`config.mk`:
```
export PLATFORM = sky130hd
export DESIGN_NAME = dll_clk_ctrl
export DESIGN_NICKNAME = d
export VERILOG_FILES = /design/src/rtl/dll_clk_ctrl.sv
export SDC_FILE = /design/constraint.sdc
export NUM_CORES = 1
export LEC_CHECK = 0
export CAP_MARGIN = 20
export CORE_MARGIN = 2
export CORE_UTILIZATION = 50
export CTS_CLUSTER_SIZE = 30
export DETAILED_ROUTE_END_ITERATION = 12
export PLACE_DENSITY_LB_ADDON = 0.1
export SLEW_MARGIN = 20
export SYNTH_ARGS = -nofsm -noshare
export SYNTH_HDL_FRONTEND = slang
export SYNTH_SLANG_ARGS = --single-unit
```
`constraint.sdc`:
```
create_clock -name clk_i -period 3.65 [get_ports clk_i]
set_input_delay 0.365 -clock clk_i [delete_from_list [all_inputs] [get_ports clk_i]]
set_output_delay 0.365 -clock clk_i [all_outputs]
set_load 0.05 [all_outputs]
```
`src/rtl/dll_clk_ctrl.sv`:
```
// Clock-mode sequencer for the clock-multiplier DLL: applies reset/lock-wait and
// gates the downstream clock enable so mode switches never expose a glitching clock.
module dll_clk_ctrl #(
    parameter int unsigned RST_CYC    = 4,
    parameter int unsigned LOCK_CYC   = 32,
    parameter int unsigned SETTLE_CYC = 2
) (
    input  logic       clk_i,
    input  logic       rst_n_i,
    input  logic       cfg_vld_i,
    output logic       cfg_rdy_o,
    input  logic       cfg_bypass_i,
    input  logic [1:0] cfg_sel_i,
    output logic       dll_rst_o,
    output logic       dll_bypass_o,
    output logic       dll_s1_o,
    output logic       dll_s0_o,
    output logic       clk_en_o,
    output logic       locked_o
);

    // state | meaning
    // BYP   | DLL bypassed, reference clock passed through, requests accepted
    // GOFF  | downstream clock gated off, settling before any pin change
    // RSTH  | DLL out of bypass, held in reset with the new select
    // LOCKW | DLL released from reset, fixed lock wait
    // SETL  | pin changes applied, settling before the clock is re-enabled
    // RUN   | multiplied clock selected and enabled, requests accepted

    localparam int unsigned MAX_AB = (RST_CYC > LOCK_CYC) ? RST_CYC : LOCK_CYC;
    localparam int unsigned MAX_P  = (MAX_AB > SETTLE_CYC) ? MAX_AB : SETTLE_CYC;
    localparam int unsigned CW     = (MAX_P > 1) ? $clog2(MAX_P) : 1;

    localparam logic [CW-1:0] RST_M1    = CW'(RST_CYC - 1);
    localparam logic [CW-1:0] LOCK_M1   = CW'(LOCK_CYC - 1);
    localparam logic [CW-1:0] SETTLE_M1 = CW'(SETTLE_CYC - 1);

    typedef enum logic [2:0] {
        S_BYP, S_GOFF, S_RSTH, S_LOCKW, S_SETL, S_RUN
    } state_t;

    typedef enum logic [1:0] {
        K_EN, K_SEL, K_BYP
    } kind_t;

    state_t      state_q;
    kind_t       kind_q;
    logic [CW-1:0] cnt_q;
    logic [1:0]  sel_q;
    logic        rdy_q, rst_q, byp_q, s1_q, s0_q, en_q, lock_q;
    logic        hs_d;
    logic        cnt_zero_d;

    assign hs_d       = cfg_vld_i & rdy_q;
    assign cnt_zero_d = (cnt_q == '0);

    always_ff @(posedge clk_i or negedge rst_n_i) begin
        if (!rst_n_i) begin
            state_q <= S_BYP;
            kind_q  <= K_BYP;
            cnt_q   <= '0;
            sel_q   <= 2'b00;
            rdy_q   <= 1'b1;
            rst_q   <= 1'b1;
            byp_q   <= 1'b1;
            s1_q    <= 1'b0;
            s0_q    <= 1'b0;
            en_q    <= 1'b1;
            lock_q  <= 1'b0;
        end else begin
            case (state_q)
                S_BYP: begin
                    if (hs_d) begin
                        sel_q <= cfg_sel_i;
                        if (cfg_bypass_i) begin
                            {s1_q, s0_q} <= cfg_sel_i;
                        end else begin
                            kind_q  <= K_EN;
                            state_q <= S_GOFF;
                            cnt_q   <= SETTLE_M1;
                            en_q    <= 1'b0;
                            rdy_q   <= 1'b0;
                            lock_q  <= 1'b0;
                        end
                    end
                end
                S_GOFF: begin
                    if (cnt_zero_d) begin
                        case (kind_q)
                            K_EN: begin
                                state_q      <= S_RSTH;
                                cnt_q        <= RST_M1;
                                byp_q        <= 1'b0;
                                rst_q        <= 1'b1;
                                {s1_q, s0_q} <= sel_q;
                            end
                            K_SEL: begin
                                state_q      <= S_SETL;
                                cnt_q        <= SETTLE_M1;
                                {s1_q, s0_q} <= sel_q;
                            end
                            default: begin
                                state_q <= S_SETL;
                                cnt_q   <= SETTLE_M1;
                                byp_q   <= 1'b1;
                                rst_q   <= 1'b1;
                            end
                        endcase
                    end else begin
                        cnt_q <= cnt_q - 1'b1;
                    end
                end
                S_RSTH: begin
                    if (cnt_zero_d) begin
                        state_q <= S_LOCKW;
                        cnt_q   <= LOCK_M1;
                        rst_q   <= 1'b0;
                    end else begin
                        cnt_q <= cnt_q - 1'b1;
                    end
                end
                S_LOCKW: begin
                    if (cnt_zero_d) begin
                        state_q <= S_SETL;
                        cnt_q   <= SETTLE_M1;
                    end else begin
                        cnt_q <= cnt_q - 1'b1;
                    end
                end
                S_SETL: begin
                    if (cnt_zero_d) begin
                        en_q  <= 1'b1;
                        rdy_q <= 1'b1;
                        if (kind_q == K_BYP) begin
                            state_q <= S_BYP;
                        end else begin
                            state_q <= S_RUN;
                            lock_q  <= 1'b1;
                        end
                    end else begin
                        cnt_q <= cnt_q - 1'b1;
                    end
                end
                S_RUN: begin
                    // A request for the already-selected multiplier is consumed without gating.
                    if (hs_d && (cfg_bypass_i || (cfg_sel_i != sel_q))) begin
                        if (cfg_bypass_i) begin
                            kind_q <= K_BYP;
                        end else begin
                            kind_q <= K_SEL;
                            sel_q  <= cfg_sel_i;
                        end
                        state_q <= S_GOFF;
                        cnt_q   <= SETTLE_M1;
                        en_q    <= 1'b0;
                        rdy_q   <= 1'b0;
                        lock_q  <= 1'b0;
                    end
                end
                default: begin
                    state_q <= S_BYP;
                end
            endcase
        end
    end

    assign cfg_rdy_o    = rdy_q;
    assign dll_rst_o    = rst_q;
    assign dll_bypass_o = byp_q;
    assign dll_s1_o     = s1_q;
    assign dll_s0_o     = s0_q;
    assign clk_en_o     = en_q;
    assign locked_o     = lock_q;

endmodule

```
==> summary.md, run 1 <==
| Metric | Value |
|---|---|
| Status | `finished, final reports clean` |
| Setup-violating endpoint count in the final report | `0` |
| Largest net degree at the start of global routing | `28` |
| Initial cell density of the core | `54.0%` |
| FMAX | `462 MHz` |
| WP buf/inv | `0` |
| Hold Fails Final Rpt | `0` |
| Worst min path class | `flop to flop` |
| Internal | `680 uW` |
| Routability cong. | `0.876` |
| CTS clk-pin slew, worst paths | `110 ps` |
| LEAKAGE | `0.542 nW` |
| FP Rows | `17` |
| Syn nets | `152` |
| Seq/Total Area, Yosys | `37.0%` |
| Share of flip-flops with an asynchronous set or reset | `100%` |
| RSZ-0062 raised after global routing | `false` |
| Logic pwr share | `60.1%` |
| Post-Synthesis Mean Instance Area | `8.54 um2` |
| WL/cell | `15.6 um` |
| Fin nets | `160` |
| Hold_buf cts | `0` |
| Slowest cell delay on critical path | `680 ps` |
| Yosys reg bits | `18` |
| Register area | `455 um2` |
| Mapped Area | `0.00123 mm2` |
| Sequential power share | `32.1%` |
| Initial DRT Pass Iterations | `4` |
| GRT Residual Overflow | `0` |
| MaxCap Viol Count | `0` |
| Layout cells sized above 1 | `11.3%` |
| Wl on met1 | `1340 um` |
| DIE WIDTH | `53.6 um` |
| Number of synthesized flops with an enable pin | `0` |
| Total Neg Setup Slack | `0 ps` |
| Gr usage total | `23.5%` |
| Worst R2R Path Depth | `5` |
| VDD IR max | `0.576 mV` |
| Clock Path Buffers | `2` |
| CP endpoint kind | `flop` |
| First-pass GRT wire length | `4850 um` |
| Commonest non-fill, non-tap cell in the layout | `nand2_1` |
| Die height | `53.6 um` |
| Remaining antenna violation count after routing | `0` |
| Power per cell area | `990 mW/mm2` |
| Final period util | `59.2%` |
| Post-CTS setup buffers | `0` |
| Most frequent cells in the layout | `15 x nand2_1, 14 x o21ai_0, 14 x dfrtp_1` |
| Initial antenna violation count | `0` |
| Yosys top cell area share | `28.5%` |
| Critical Path Source Type | `flop` |
| Post-route DRC | `0` |
| Core Area | `0.00228 mm2` |
| Drt total wl | `2800 um` |
| Sink Count | `18` |
| Slew headroom | `43.6%` |
| Area of the multi-input gates | `696 um2` |
| Cell count of the worst hold path | `2` |
| Worst-Skew Late Latency | `300 ps` |
| Final core utilization | `59.9%` |
| Met2 WL post-DR | `1310 um` |
| Clk root buf | `clkbuf_4` |
| Post-Route Skew | `5.66 ps` |
| Required time of the critical path | `3840 ps` |
| Number of buffers added on ports | `12` |
| Dpl hpwl | `1930 um` |
| Critical Path Fanout Max | `27` |
| Num ports | `13` |
| CTS tree | `built` |
| Clk pwr share | `7.8%` |
| Largest delay share family, worst path | `flip-flops` |
| Crit path arrival time | `2360 ps` |
| Slowest cell on crit path | `dfrtp_1` |
| Fillers | `205` |
| Metal3 WL | `104 um` |
| Cts bufs inserted | `3` |
| Minimum clock period | `2160 ps` |
| Via count | `1,100` |
| Post-cts resize count | `0` |
| Worst setup path class | `flop to flop` |
| Critical Path Stages | `5` |
| Synth area leader | `dfrtp_1` |
| Top post-synthesis cells by area | `dfrtp_1 28%, dfstp_2 8.5%, o21ai_0 5.7%` |
| Highest layer used for signal routing | `met4` |
| Yosys Warn Count | `0` |
| Die area | `0.00287 mm2` |
| Crit-path cells | `nand2b_1, nor2_1, nand2_1, o21ai_0, mux2_2` |
| Vias per cell | `6.15` |
| Psw | `669 uW` |
| P&R area growth vs syn | `10.8%` |
| Worst Tran Pin Value | `843 ps` |
| Sw Share | `49.6%` |
| Synth Flop Type | `dfrtp_1` |
| Synth cell types | `38` |
| Antenna cell count | `0` |
| Mapped Cells | `144` |
| Number of global-route vias before repair | `1,032` |
| CTS HTree Levels | `1` |
| Max Transition Viols Final | `0` |
| Iteration-0 DRC count of the detailed router | `33` |
flip-flops by register name, summed over array words and instances, names as in the netlist:
register,cells
clk_en_o,1
cnt_q,5
dll_bypass_o,1
dll_rst_o,1
dll_s0_o,1
dll_s1_o,1
kind_q,2
locked_o,1
sel_q,2
state_q,3
layer usage:
layer  vias up  track usage, %
met3         6            2.78
met4         0            11.1
met2        30            37.9
li1        546               -
met1       518            31.6
met5         -               0
power by group through the flow:
stage / logic, mW / registers, mW / clock network (mW)
3_3_place_gp: 0.798 / 0.430 / 0
6_report: 0.811 / 0.433 / 0.105
5_1_grt: 0.897 / 0.452 / 0.116
3_5_place_dp: 0.807 / 0.434 / 0
4_1_cts: 0.811 / 0.430 / 0.109
2_1_floorplan: 0.596 / 0.465 / 0
Yosys cell counts (2+ instances only):
library cell and number:
a21oi_1 11, a31oi_1 6, buf_2 3, buf_4 2, clkbuf_1 3, dfrtp_1 14
dfstp_2 4, ha_1 2, inv_1 6, mux2_2 6, nand2_1 15, nand2b_1 3
nand3_1 4, nand3b_1 3, nor2_1 8, nor3_1 7, nor4_1 2, o21a_1 2
o21ai_0 14, o22a_1 3, o22ai_1 2, o31ai_1 4, or3_1 3, xnor2_1 3
cell families after synthesis:
group,after synthesis,share of synthesized area (%)
AO/OA/AOI/OAI,50,25.8
XOR/XNOR,4,2.85
adder cells (fa/ha/maj),2,2.03
buffers and inverters,16,6.41
flip-flops,18,37.0
multiplexers,6,5.49
AND/OR/NAND/NOR,48,20.3
final cells by class:
type,count,area share [%]
tap,28,2.57
sequential,18,33.4
clock buffer,4,1.93
timing repair buffer,13,9.37
multi-input combinational,110,51.1
inverter,6,1.65
metrics by stage:
stage | worst slack (ps) | instance area, um2 | hold slack (ps) | total power [mW] | cells
after CTS | 1540 | 1360 | 491 | 1.35 | 179
after global routing | 1330 | 1360 | 502 | 1.46 | 179
final | 1490 | 1360 | 488 | 1.35 | 179
after global placement | 1550 | 1340 | 467 | 1.23 | 175
after floorplan | 1830 | 1230 | 69.4 | 1.06 | 144
after detailed placement | 1550 | 1340 | 476 | 1.24 | 175
worst min-delay path, stage by stage, from the launching register on:
cell	delay, ps
dfstp_2	390
nand2_1	50
a21oi_1	60
worst paths after layout:
check	slack (ps)	start	to
hold reg to reg	490	dll_rst_o$_DFFE_PN1P_	dll_rst_o$_DFFE_PN1P_
hold / removal	490	dll_rst_o$_DFFE_PN1P_	dll_rst_o$_DFFE_PN1P_
min in group asynchronous	540	rst_n_i	dll_s0_o$_DFFE_PN0P_
max in group asynchronous	2590	rst_n_i	kind_q[0]$_DFFE_PN0P_
setup / recovery	1490	state_q[2]$_DFFE_PN0P_	dll_s0_o$_DFFE_PN0P_
setup reg to reg	1490	state_q[2]$_DFFE_PN0P_	dll_s0_o$_DFFE_PN0P_
(Power assumes the default switching activity.)
==> run 2, diff against run 1 <==
==> constraint.sdc (replaced) <==
create_clock -name clk_i -period 1.9 [get_ports clk_i]
set_input_delay 0.19 -clock clk_i [delete_from_list [all_inputs] [get_ports clk_i]]
set_output_delay 0.19 -clock clk_i [all_outputs]
set_load 0.05 [all_outputs]
==> run 2 against run 1 <==
  * Core utilization is 5.9 points higher
  * First-iteration DRC count is the same
  * Count of clock-buffer cells in the layout is the same
  * Setup slack worse by 1400 ps
  * Power grew 110%
  * Routed wire length is 2.7% higher
  * Clock skew increased by 3.1 ps
  * Die area unchanged
  * Critical path depth shrank 4
  * Register-to-register slack worse by 1400 ps
  * Sequential share of layout area shrank 3.0 points
  * Non-clock buffer count up 16
==> summary.md, run 2 (same netlist as run 1, synthesis figures left out) <==
| Metric | Value |
|---|---|
| Status | `finished, final reports clean` |
| Power per cell area | `1930 mW/mm2 (+95%)` |
| Layout cells sized above 1 | `23.4% (+12 points)` |
| Worst R2R Start | `cnt_q[1]$_DFFE_PN0P_` |
| Sink Count | `18 (unchanged)` |
| Initial DRT Pass Iterations | `4 (unchanged)` |
| CTS clk-pin slew, worst paths | `110 ps (about the same)` |
| Commonest non-fill, non-tap cell in the layout | `buf_4` |
| Clk root buf | `clkbuf_4` |
| Slowest cell delay on critical path | `790 ps (+110 ps)` |
| Num ports | `13 (unchanged)` |
| Hold Slack | `209 ps (-279 ps)` |
| Worst-Skew Late Latency | `300 ps (about the same)` |
| Gr usage total | `23.3% (-0.16 points)` |
| Reg2reg end | `cnt_q[4]$_DFFE_PN0P_` |
| Initial cell density of the core | `54.0% (unchanged)` |
| Most frequent cells in the layout | `19 x buf_4, 15 x nand2_1, 14 x dfrtp_1` |
| Via count | `1,188 (+8.0%)` |
| Critical Path Source Type | `flop` |
| Crit-path cells | `clkdlybuf4s50_1` |
| Post-Route Skew | `8.79 ps (+3.13 ps)` |
| Placed cell area | `0.00142 mm2 (+6.4%)` |
| Max reg flops | `5 (unchanged)` |
| Core Area | `0.00228 mm2 (unchanged)` |
| Initial antenna violation count | `0 (unchanged)` |
| Slowest cell on crit path | `clkdlybuf4s50_1` |
| DIE WIDTH | `53.6 um (unchanged)` |
| Cts bufs inserted | `3 (unchanged)` |
| FMAX | `547 MHz` |
| P&R area growth vs syn | `21.7%` |
| WP buf/inv | `1 (+1)` |
| Final Instance Area | `0.00150 mm2 (+9.8%)` |
| Clock Path Buffers | `2 (unchanged)` |
| GRT Residual Overflow | `0 (unchanged)` |
| Largest registers | `cnt_q x5, state_q x3` |
| Remaining antenna violation count after routing | `0 (unchanged)` |
| Max Transition Viols Final | `0 (unchanged)` |
| Iteration-0 DRC count of the detailed router | `33 (unchanged)` |
| RSZ-0062 raised after global routing | `false` |
| CTS HTree Levels | `1 (unchanged)` |
| Final setup margin | `73.3 ps (-1410 ps)` |
| Final cell count without fillers | `195 (+8.9%)` |
| Number of buffers added on ports | `12 (unchanged)` |
| Worst Tran Pin Value | `495 ps (-348 ps)` |
| Routability cong. | `0.887 (+1.2%)` |
| CTS tree | `built` |
| Dpl hpwl | `2130 um (+9.9%)` |
| Largest Register | `cnt_q` |
| Largest net degree at the start of global routing | `19 (-32%)` |
| First-pass GRT wire length | `4810 um (-0.85%)` |
| Crit path arrival time | `1640 ps (-720 ps)` |
| FP Rows | `17 (unchanged)` |
| VDD IR max | `1.30 mV (+130%)` |
| MaxCap Viol Count | `0 (unchanged)` |
| Slew headroom | `66.9% (+23 points)` |
| Fin nets | `176 (+10%)` |
| Vias per cell | `6.09 (-0.86%)` |
| Worst R2R Path Depth | `7 (+2)` |
| Largest delay share family, worst path | `buffers and inverters` |
| Fillers | `175 (-15%)` |
| WL/cell | `14.7 um (-5.7%)` |
| Setup-violating endpoint count in the final report | `0 (unchanged)` |
| Worst R2R Setup Slack | `100 ps (-1390 ps)` |
| Register area | `455 um2 (unchanged)` |
| Drt total wl | `2880 um (+2.7%)` |
| Antenna cell count | `0 (unchanged)` |
| Hold Fails Final Rpt | `0 (unchanged)` |
| Worst setup path class | `flop to primary output` |
| Worst min path class | `input pin to asynchronous set/reset pin` |
| Die area | `0.00287 mm2 (unchanged)` |
| Final period util | `96.1%` |
| Dpl cells | `187 (+6.9%)` |
| Minimum clock period | `1830 ps` |
| Critical Path Fanout Max | `2 (-93%)` |
| Setup WS pre-CTS | `-2.33 ps (-1550 ps)` |
| Required time of the critical path | `1710 ps (-2130 ps)` |
| Area of the multi-input gates | `714 um2 (+2.7%)` |
| Die height | `53.6 um (unchanged)` |
| Hold_buf cts | `0 (unchanged)` |
| CP endpoint kind | `primary output` |
| LEAKAGE | `0.622 nW (+15%)` |
| Post-route DRC | `0 (unchanged)` |
| Number of global-route vias before repair | `1,081 (+4.7%)` |
## run 2: cell type report
cell class,instances,area share (%)
tap,28,2.34
inverter,6,1.51
sequential,18,30.4
clock buffer,4,1.76
multi-input combinational,110,47.7
timing repair buffer,29,16.2
## run 2: layer usage
layer  track usage [%]  vias to the layer above  wire (um)
met1              30.5                      556       1220
met5                 0                        -          0
li1                  -                      576          -
met4              8.97                        0         40
met3              3.61                        5        180
met2              38.9                       51       1430
## run 2: power breakdown
group | total, mW | internal (mW) | leakage, nW | switching [mW]
Combinational | 1.94 | 0.873 | 0.394 | 1.07
Sequential | 0.743 | 0.569 | 0.214 | 0.174
Clock | 0.202 | 0.0818 | 0.0150 | 0.120
## run 2: worst max path at each step
stage               cells past startpoint  slack [ps]                      from                    to
floorplan                               7          80      cnt_q[0]$_DFFE_PN0P_  cnt_q[4]$_DFFE_PN0P_
global placement                        6          70      cnt_q[1]$_DFFE_PN0P_  dll_s1_o$_DFFE_PN0P_
detailed placement                      6          -2      cnt_q[1]$_DFFE_PN0P_  dll_s1_o$_DFFE_PN0P_
CTS                                     7          20      cnt_q[0]$_DFFE_PN0P_  cnt_q[4]$_DFFE_PN0P_
global route                            8          30      cnt_q[0]$_DFFE_PN0P_  cnt_q[2]$_DFFE_PN0P_
finish                                  1          70  dll_bypass_o$_DFFE_PN1P_          dll_bypass_o
## run 2: through the flow
| step | utilization, % | total power [mW] | setup TNS [ps] |
|---|---|---|---|
| 6_report | 65.8 | 2.89 | 0 |
| 4_1_cts | 63.9 | 2.78 | 0 |
| 3_3_place_gp | 62.5 | 2.52 | 0 |
| 2_1_floorplan | - | 2.04 | 0 |
| 3_5_place_dp | 62.5 | 2.56 | -2.33 |
| 5_1_grt | 65.8 | 3.10 | 0 |
## run 2: what timing repair did
action                                  CTS  global route
endpoints found under the setup margin    3             6
gates resized for setup                   1             5
pin swaps                                 0             2
hold endpoints to repair                  0             0
setup buffers                             1             3
